<file path="src/rtl/pipe_hazard_ctrl_pkg.sv">
// Shared types and width helpers for the forwarding / load-use hazard controller.
package pipe_ctrl_pkg;

    typedef enum logic {
        ST_IDLE  = 1'b0,
        ST_STALL = 1'b1
    } state_e;

    // Select value meaning "take the operand from the register file".
    localparam int FWD_RF = 0;

    function automatic int sel_width(input int num_fwd);
        return $clog2(num_fwd + 1);
    endfunction

    function automatic int rem_width(input int load_lat);
        return $clog2(load_lat + 1);
    endfunction

endpackage

</file>
<file path="src/rtl/pipe_hazard_ctrl_if.sv">
// Pipeline-side signal bundle of the hazard controller; master drives the pipeline view.
interface pipe_hazard_ctrl_if
    import pipe_ctrl_pkg::*;
#(
    parameter int REG_W   = 5,
    parameter int NUM_SRC = 2,
    parameter int NUM_FWD = 2,
    parameter int CNT_W   = 16
);
    localparam int SEL_W = sel_width(NUM_FWD);

    logic                       hold;
    logic                       flush;
    logic [NUM_SRC*REG_W-1:0]   id_src;
    logic [NUM_SRC-1:0]         id_src_used;
    logic [NUM_SRC*REG_W-1:0]   ex_src;
    logic                       ex_memread;
    logic [REG_W-1:0]           ex_wr;
    logic [NUM_FWD-1:0]         stg_regwrite;
    logic [NUM_FWD*REG_W-1:0]   stg_wr;
    logic                       cnt_clr;
    logic [NUM_SRC*SEL_W-1:0]   fwd_sel;
    logic                       stall;
    logic [CNT_W-1:0]           stall_cnt;
    logic [CNT_W-1:0]           fwd_cnt;

    modport master (
        output hold, flush, id_src, id_src_used, ex_src, ex_memread, ex_wr,
               stg_regwrite, stg_wr, cnt_clr,
        input  fwd_sel, stall, stall_cnt, fwd_cnt
    );

    modport slave (
        input  hold, flush, id_src, id_src_used, ex_src, ex_memread, ex_wr,
               stg_regwrite, stg_wr, cnt_clr,
        output fwd_sel, stall, stall_cnt, fwd_cnt
    );

endinterface

</file>
<file path="src/rtl/pipe_hazard_ctrl_fwd_match.sv">
// Priority encoder for one EX operand: nearest writing stage with a matching
// nonzero destination wins.
module fwd_match
    import pipe_ctrl_pkg::*;
#(
    parameter int REG_W   = 5,
    parameter int NUM_FWD = 2,
    parameter int SEL_W   = 2
) (
    input  logic [REG_W-1:0]         src_i,
    input  logic [NUM_FWD-1:0]       stg_regwrite_i,
    input  logic [NUM_FWD*REG_W-1:0] stg_wr_i,
    output logic [SEL_W-1:0]         sel_o
);

    // Walk from oldest to nearest so the nearest match is written last.
    always_comb begin
        sel_o = SEL_W'(FWD_RF);
        for (int k = NUM_FWD - 1; k >= 0; k--) begin
            if (stg_regwrite_i[k] &&
                (stg_wr_i[k*REG_W +: REG_W] != '0) &&
                (stg_wr_i[k*REG_W +: REG_W] == src_i)) begin
                sel_o = SEL_W'(k + 1);
            end
        end
    end

endmodule

</file>
<file path="src/rtl/pipe_hazard_ctrl.sv">
// Operand forwarding select, load-use stall FSM and saturating event counters.
// States: ST_IDLE = stall driven by live hazard detect; ST_STALL = remaining load latency.
module pipe_hazard_ctrl
    import pipe_ctrl_pkg::*;
#(
    parameter int REG_W    = 5,
    parameter int NUM_SRC  = 2,
    parameter int NUM_FWD  = 2,
    parameter int LOAD_LAT = 1,
    parameter int CNT_W    = 16
) (
    input  logic              clk,
    input  logic              rst,
    pipe_hazard_ctrl_if.slave bus
);

    localparam int SEL_W = sel_width(NUM_FWD);
    localparam int REM_W = rem_width(LOAD_LAT);

    logic [NUM_SRC*SEL_W-1:0] fwd_sel_raw;
    logic                     det;
    logic                     stall_c;
    logic                     any_fwd;
    state_e                   state_q, state_d;
    logic [REM_W-1:0]         rem_q, rem_d;
    logic [CNT_W-1:0]         stall_cnt_q;
    logic [CNT_W-1:0]         fwd_cnt_q;

    for (genvar i = 0; i < NUM_SRC; i++) begin : g_op
        fwd_match #(
            .REG_W   (REG_W),
            .NUM_FWD (NUM_FWD),
            .SEL_W   (SEL_W)
        ) u_match (
            .src_i          (bus.ex_src[i*REG_W +: REG_W]),
            .stg_regwrite_i (bus.stg_regwrite),
            .stg_wr_i       (bus.stg_wr),
            .sel_o          (fwd_sel_raw[i*SEL_W +: SEL_W])
        );
    end

    always_comb begin
        det = 1'b0;
        if (bus.ex_memread && (bus.ex_wr != '0)) begin
            for (int i = 0; i < NUM_SRC; i++) begin
                if (bus.id_src_used[i] && (bus.id_src[i*REG_W +: REG_W] == bus.ex_wr)) begin
                    det = 1'b1;
                end
            end
        end
    end

    always_ff @(posedge clk or negedge rst) begin
        if (!rst) begin
            state_q <= ST_IDLE;
            rem_q   <= '0;
        end else begin
            state_q <= state_d;
            rem_q   <= rem_d;
        end
    end

    // A single-cycle load latency is fully covered by the IDLE stall, so STALL is never entered.
    always_comb begin
        state_d = state_q;
        rem_d   = rem_q;
        stall_c = 1'b0;
        case (state_q)
            ST_IDLE: begin
                stall_c = det && !bus.flush;
                if (det && !bus.flush && !bus.hold && (LOAD_LAT > 1)) begin
                    state_d = ST_STALL;
                    rem_d   = REM_W'(LOAD_LAT - 1);
                end
            end
            ST_STALL: begin
                stall_c = !bus.flush;
                if (bus.flush) begin
                    state_d = ST_IDLE;
                    rem_d   = '0;
                end else if (!bus.hold) begin
                    rem_d = rem_q - REM_W'(1);
                    if (rem_q == REM_W'(1)) begin
                        state_d = ST_IDLE;
                    end
                end
            end
            default: begin
                state_d = ST_IDLE;
                rem_d   = '0;
            end
        endcase
    end

    assign bus.stall   = rst && stall_c;
    assign bus.fwd_sel = rst ? fwd_sel_raw : '0;
    assign any_fwd     = |bus.fwd_sel;

    always_ff @(posedge clk or negedge rst) begin
        if (!rst) begin
            stall_cnt_q <= '0;
            fwd_cnt_q   <= '0;
        end else if (bus.cnt_clr) begin
            stall_cnt_q <= '0;
            fwd_cnt_q   <= '0;
        end else if (!bus.hold) begin
            if (bus.stall && (stall_cnt_q != '1)) begin
                stall_cnt_q <= stall_cnt_q + CNT_W'(1);
            end
            if (any_fwd && (fwd_cnt_q != '1)) begin
                fwd_cnt_q <= fwd_cnt_q + CNT_W'(1);
            end
        end
    end

    assign bus.stall_cnt = stall_cnt_q;
    assign bus.fwd_cnt   = fwd_cnt_q;

endmodule
</file>
<file path="src/flat_wrapper.sv">
// flat-port wrapper written by rule: the top's interface ports become plain ports
module pipe_hazard_ctrl_flat import pipe_ctrl_pkg::*;
#(
    parameter int REG_W    = 5,
    parameter int NUM_SRC  = 2,
    parameter int NUM_FWD  = 2,
    parameter int LOAD_LAT = 1,
    parameter int CNT_W    = 16
)
  (clk, rst, bus_hold, bus_flush, bus_id_src, bus_id_src_used, bus_ex_src, bus_ex_memread, bus_ex_wr, bus_stg_regwrite, bus_stg_wr, bus_cnt_clr, bus_fwd_sel, bus_stall, bus_stall_cnt, bus_fwd_cnt);
  pipe_hazard_ctrl_if #(.REG_W(REG_W), .NUM_SRC(NUM_SRC), .NUM_FWD(NUM_FWD), .CNT_W(CNT_W)) bus_i ();
  input  logic clk;
  input  logic rst;
  input wire logic [$bits(bus_i.hold)-1:0] bus_hold;
  input wire logic [$bits(bus_i.flush)-1:0] bus_flush;
  input wire logic [$bits(bus_i.id_src)-1:0] bus_id_src;
  input wire logic [$bits(bus_i.id_src_used)-1:0] bus_id_src_used;
  input wire logic [$bits(bus_i.ex_src)-1:0] bus_ex_src;
  input wire logic [$bits(bus_i.ex_memread)-1:0] bus_ex_memread;
  input wire logic [$bits(bus_i.ex_wr)-1:0] bus_ex_wr;
  input wire logic [$bits(bus_i.stg_regwrite)-1:0] bus_stg_regwrite;
  input wire logic [$bits(bus_i.stg_wr)-1:0] bus_stg_wr;
  input wire logic [$bits(bus_i.cnt_clr)-1:0] bus_cnt_clr;
  output wire logic [$bits(bus_i.fwd_sel)-1:0] bus_fwd_sel;
  output wire logic [$bits(bus_i.stall)-1:0] bus_stall;
  output wire logic [$bits(bus_i.stall_cnt)-1:0] bus_stall_cnt;
  output wire logic [$bits(bus_i.fwd_cnt)-1:0] bus_fwd_cnt;
  assign bus_i.hold = bus_hold;
  assign bus_i.flush = bus_flush;
  assign bus_i.id_src = bus_id_src;
  assign bus_i.id_src_used = bus_id_src_used;
  assign bus_i.ex_src = bus_ex_src;
  assign bus_i.ex_memread = bus_ex_memread;
  assign bus_i.ex_wr = bus_ex_wr;
  assign bus_i.stg_regwrite = bus_stg_regwrite;
  assign bus_i.stg_wr = bus_stg_wr;
  assign bus_i.cnt_clr = bus_cnt_clr;
  assign bus_fwd_sel = bus_i.fwd_sel;
  assign bus_stall = bus_i.stall;
  assign bus_stall_cnt = bus_i.stall_cnt;
  assign bus_fwd_cnt = bus_i.fwd_cnt;
  pipe_hazard_ctrl #(.REG_W(REG_W), .NUM_SRC(NUM_SRC), .NUM_FWD(NUM_FWD), .LOAD_LAT(LOAD_LAT), .CNT_W(CNT_W)) u_core (.clk(clk), .rst(rst), .bus(bus_i));
endmodule
</file>
<file path="config.mk">
export PLATFORM = sky130hd
export DESIGN_NAME = pipe_hazard_ctrl_flat
export DESIGN_NICKNAME = d
export VERILOG_FILES = /design/src/rtl/pipe_hazard_ctrl_pkg.sv /design/src/rtl/pipe_hazard_ctrl_if.sv /design/src/rtl/pipe_hazard_ctrl_fwd_match.sv /design/src/rtl/pipe_hazard_ctrl.sv /design/src/flat_wrapper.sv
export SDC_FILE = /design/constraint.sdc
export NUM_CORES = 1
export LEC_CHECK = 0
export CAP_MARGIN = 20
export CORE_ASPECT_RATIO = 1.75
export CORE_UTILIZATION = 46
export CTS_CLUSTER_SIZE = 28
export DETAILED_ROUTE_END_ITERATION = 8
export PLACE_DENSITY = 0.81
export SYNTH_ARGS = -nofsm -noshare
export SYNTH_HDL_FRONTEND = slang
export SYNTH_HIERARCHICAL = 1
export SYNTH_SLANG_ARGS = --single-unit
</file>
<file path="constraint.sdc">
create_clock -name clk -period 2.41 [get_ports clk]
set_input_delay 0.482 -clock clk [delete_from_list [all_inputs] [get_ports clk]]
set_output_delay 0.482 -clock clk [all_outputs]
set_load 0.01 [all_outputs]
</file>
==> flow_summary.json <==
{
  "status": "complete, no violations",
  "drt_iter0_drc": 117,
  "p_seq_frac": 0.457,
  "ir_worst_vdd_mv": 0.446,
  "clock_skew_ns": 0.0117,
  "clk_pin_slew_ns": 0.07,
  "grt_overflow": 0,
  "die_y_um": 97.6,
  "synth_most_common_cell": "dfrtp_1",
  "num_vias": 2519,
  "wl_per_cell_um": 16.1,
  "synthCells": 272,
  "rows": 34,
  "path_max_fanout": 8,
  "synth_edf_count": 0,
  "synth_top_cell_area_share": 0.354,
  "p_int_w": 0.000912,
  "grt_max_degree": 43,
  "fillers": 377,
  "cts-root-buf": "clkbuf_8",
  "final_nets": 427,
  "drtPass1Iterations": 4,
  "initial_core_util": 0.483,
  "power_leakage_nw": 1.51,
  "worst_skew_pair.late_latency_ns": 0.29,
  "finalWirelength_um": 7020,
  "crit_required_ns": 2.57,
  "avgSynthCellArea_um2": 8.83,
  "setup_viol": 0,
  "ys_top_cells_by_area": "dfrtp_1 (35%), xnor2_1 (11%), nor2_1 (5.0%)",
  "cts_buffers": 5,
  "final_core_util": 0.735,
  "via_per_inst": 5.79,
  "area_growth_pct": 52.3,
  "crit_path_start_kind": "primary input",
  "switching_share": 0.270,
  "grt_pass1_vias": 2503,
  "p_sw_w": 0.000337,
  "place.gp.congestion": 0.831,
  "finalHoldViolCount": 0,
  "grt_pass1_wl_um": 11500,
  "dp_hpwl_um": 4830,
  "async_flop_share": 1.00,
  "cts_num_sinks": 34,
  "ys_ff_latch": 34,
  "design_area_um2": 3660,
  "ant_nets": 0,
  "grt_antenna_before_repair": 0,
  "die_w_um": 56.6,
  "h-tree-depth": 2,
  "portBuffers": 81,
  "drv_slew": 0,
  "synth_top_cell_by_area": "dfrtp_1",
  "yosys-top-cells-count": "dfrtp_1 (34), nor2_1 (32), xnor2_1 (29)",
  "fin_cells": 435,
  "dp_cells": 422,
  "hp-class": "primary input to async pin",
  "endpoint_kind": "flip-flop",
  "ios": 82,
  "track_usage": 0.261,
  "maxCapViolations": 0,
  "placed_area_um2": 3420,
  "comb_power_share": 0.181,
  "yosysSeqAreaShare": 0.354,
  "n_antenna_cell": 0,
  "synthFlopType": "dfrtp_1",
  "ys_types": 45,
  "clock_power_share": 0.362,
  "core_um2": 4980,
  "drive_above_1_share": 0.241,
  "syn_nets": 319,
  "fmax_ghz": 0.423,
  "tightestPinTransition_ns": 0.538,
  "maxSlewHeadroom": 0.639,
  "p_per_area_nw_per_um2": 341,
  "drc": 0,
  "dieArea_um2": 5530,
  "ys_warn_count": 6,
  "fin_crit_sh": 0.981,
  "period_needed_ns": 2.36,
  "clockBufferDepth": 2,
  "worstSetupPathType": "primary input to flip-flop",
  "tritoncts": "yes",
  "worst-endpoint-arrival_ns": 2.53,
  "syn_area_um2": 2400,
  "r2r_cells": 8,
  "holdBufCountCts": 0
}
per-layer routing:
layer	wire, um	vias to the layer above	share of wire	global-route usage
li1	-	1196	-	-
met3	361	13	0.051	0.0479
met4	136	0	0.019	0.0844
met1	2750	1217	0.39	0.291
met5	0	-	0	0
met2	3780	93	0.54	0.483
sequential cells by signal, summed over array words and instances, names as in the netlist:
name	count
u_core/bus.stall_cnt	16
u_core/rem_q	1
u_core/state_q	1
u_core/bus.fwd_cnt	16
stage by stage:
stage               TNS, ns  setup slack [ns]  hold WS (ns)  power, W
floorplan                 0             0.137         0.186  0.000666
global placement     -14.60            -0.638         0.365  0.000800
detailed placement   -16.06            -0.724         0.366  0.000805
CTS                       0            0.0113        0.0592   0.00125
global route         -0.258           -0.0656        0.0675   0.00130
finish                    0            0.0456        0.0645   0.00125
cell type report:
class	instances	area, um2	area share
repair buffers	110	948	0.259
flip-flops and latches	34	851	0.232
multi-input cells	221	1670	0.456
well taps	54	67.6	0.0185
clock buffers	6	82.6	0.0226
inverters	8	30.0	0.00821
clock inverters	2	12.5	0.00342
critical path: stages:
cell	delay [ns]
clkdlybuf4s15_1	0.23
nor2_2	0.13
o41ai_2	0.09
a211oi_2	0.34
nor3_2	0.09
or4_4	0.56
nand3_4	0.14
a41oi_4	0.08
nand4_1	0.17
xor2_1	0.16
nor2_1	0.06
worst paths after layout:
check	end	from	slack, ns
max	u_core/bus.fwd_cnt[15]	bus_ex_src[4]	0.05
max in group asynchronous	u_core/bus.fwd_cnt[1]	rst	1.71
min in group clk	u_core/state_q	u_core/rem_q	0.52
max reg2reg	u_core/bus.stall_cnt[4]	u_core/bus.stall_cnt[0]	0.12
min	u_core/state_q	rst	0.06
min reg2reg	u_core/state_q	u_core/rem_q	0.52
layout by cell type (no fill, tap or decap), types with 6 or more instances in the layout:
cell type         n
clkdlybuf4s50_1  49
dfrtp_1          34
nor2_1           30
buf_4            29
xnor2_1          28
nand2_1          19
nand3_1          17
xor2_1           11
nand4_1          10
a21oi_1          10
nor2b_1          10
clkbuf_2          9
dlygate4sd2_1     9
buf_2             7
inv_1             7
nor3_1            7
nor4_2            7
mux2_1            7
clkbuf_8          6
power groups by stage:
stage	Clock (W)	Sequential [W]	Combinational [W]
CTS	0.000462	0.000571	0.000220
finish	0.000452	0.000571	0.000226
global route	0.000486	0.000571	0.000244
global placement	0	0.000582	0.000218
detailed placement	0	0.000582	0.000223
floorplan	0	0.000582	0.0000835
cells by family (layout without fill, tap and decap cells):
group,count (synthesis),count (layout),share of synthesized area
muxes,10,10,0.0484
buffers and inverters,18,126,0.0318
and+or+nand+nor,133,133,0.292
adders and majority gates,2,2,0.0104
xor gates and xnor gates,40,40,0.146
DFF,34,34,0.354
AOI/OAI and AO/OA,35,36,0.117
timing repair:
| item | in CTS | in global routing |
|---|---|---|
| gates resized for setup | 59 | 45 |
| pin swaps | 14 | 20 |
| endpoints found under the setup margin | 22 | 25 |
| cloned | 1 | 0 |
| buffers inserted | 3 | 1 |
Power figures use the tool's default switching activity.
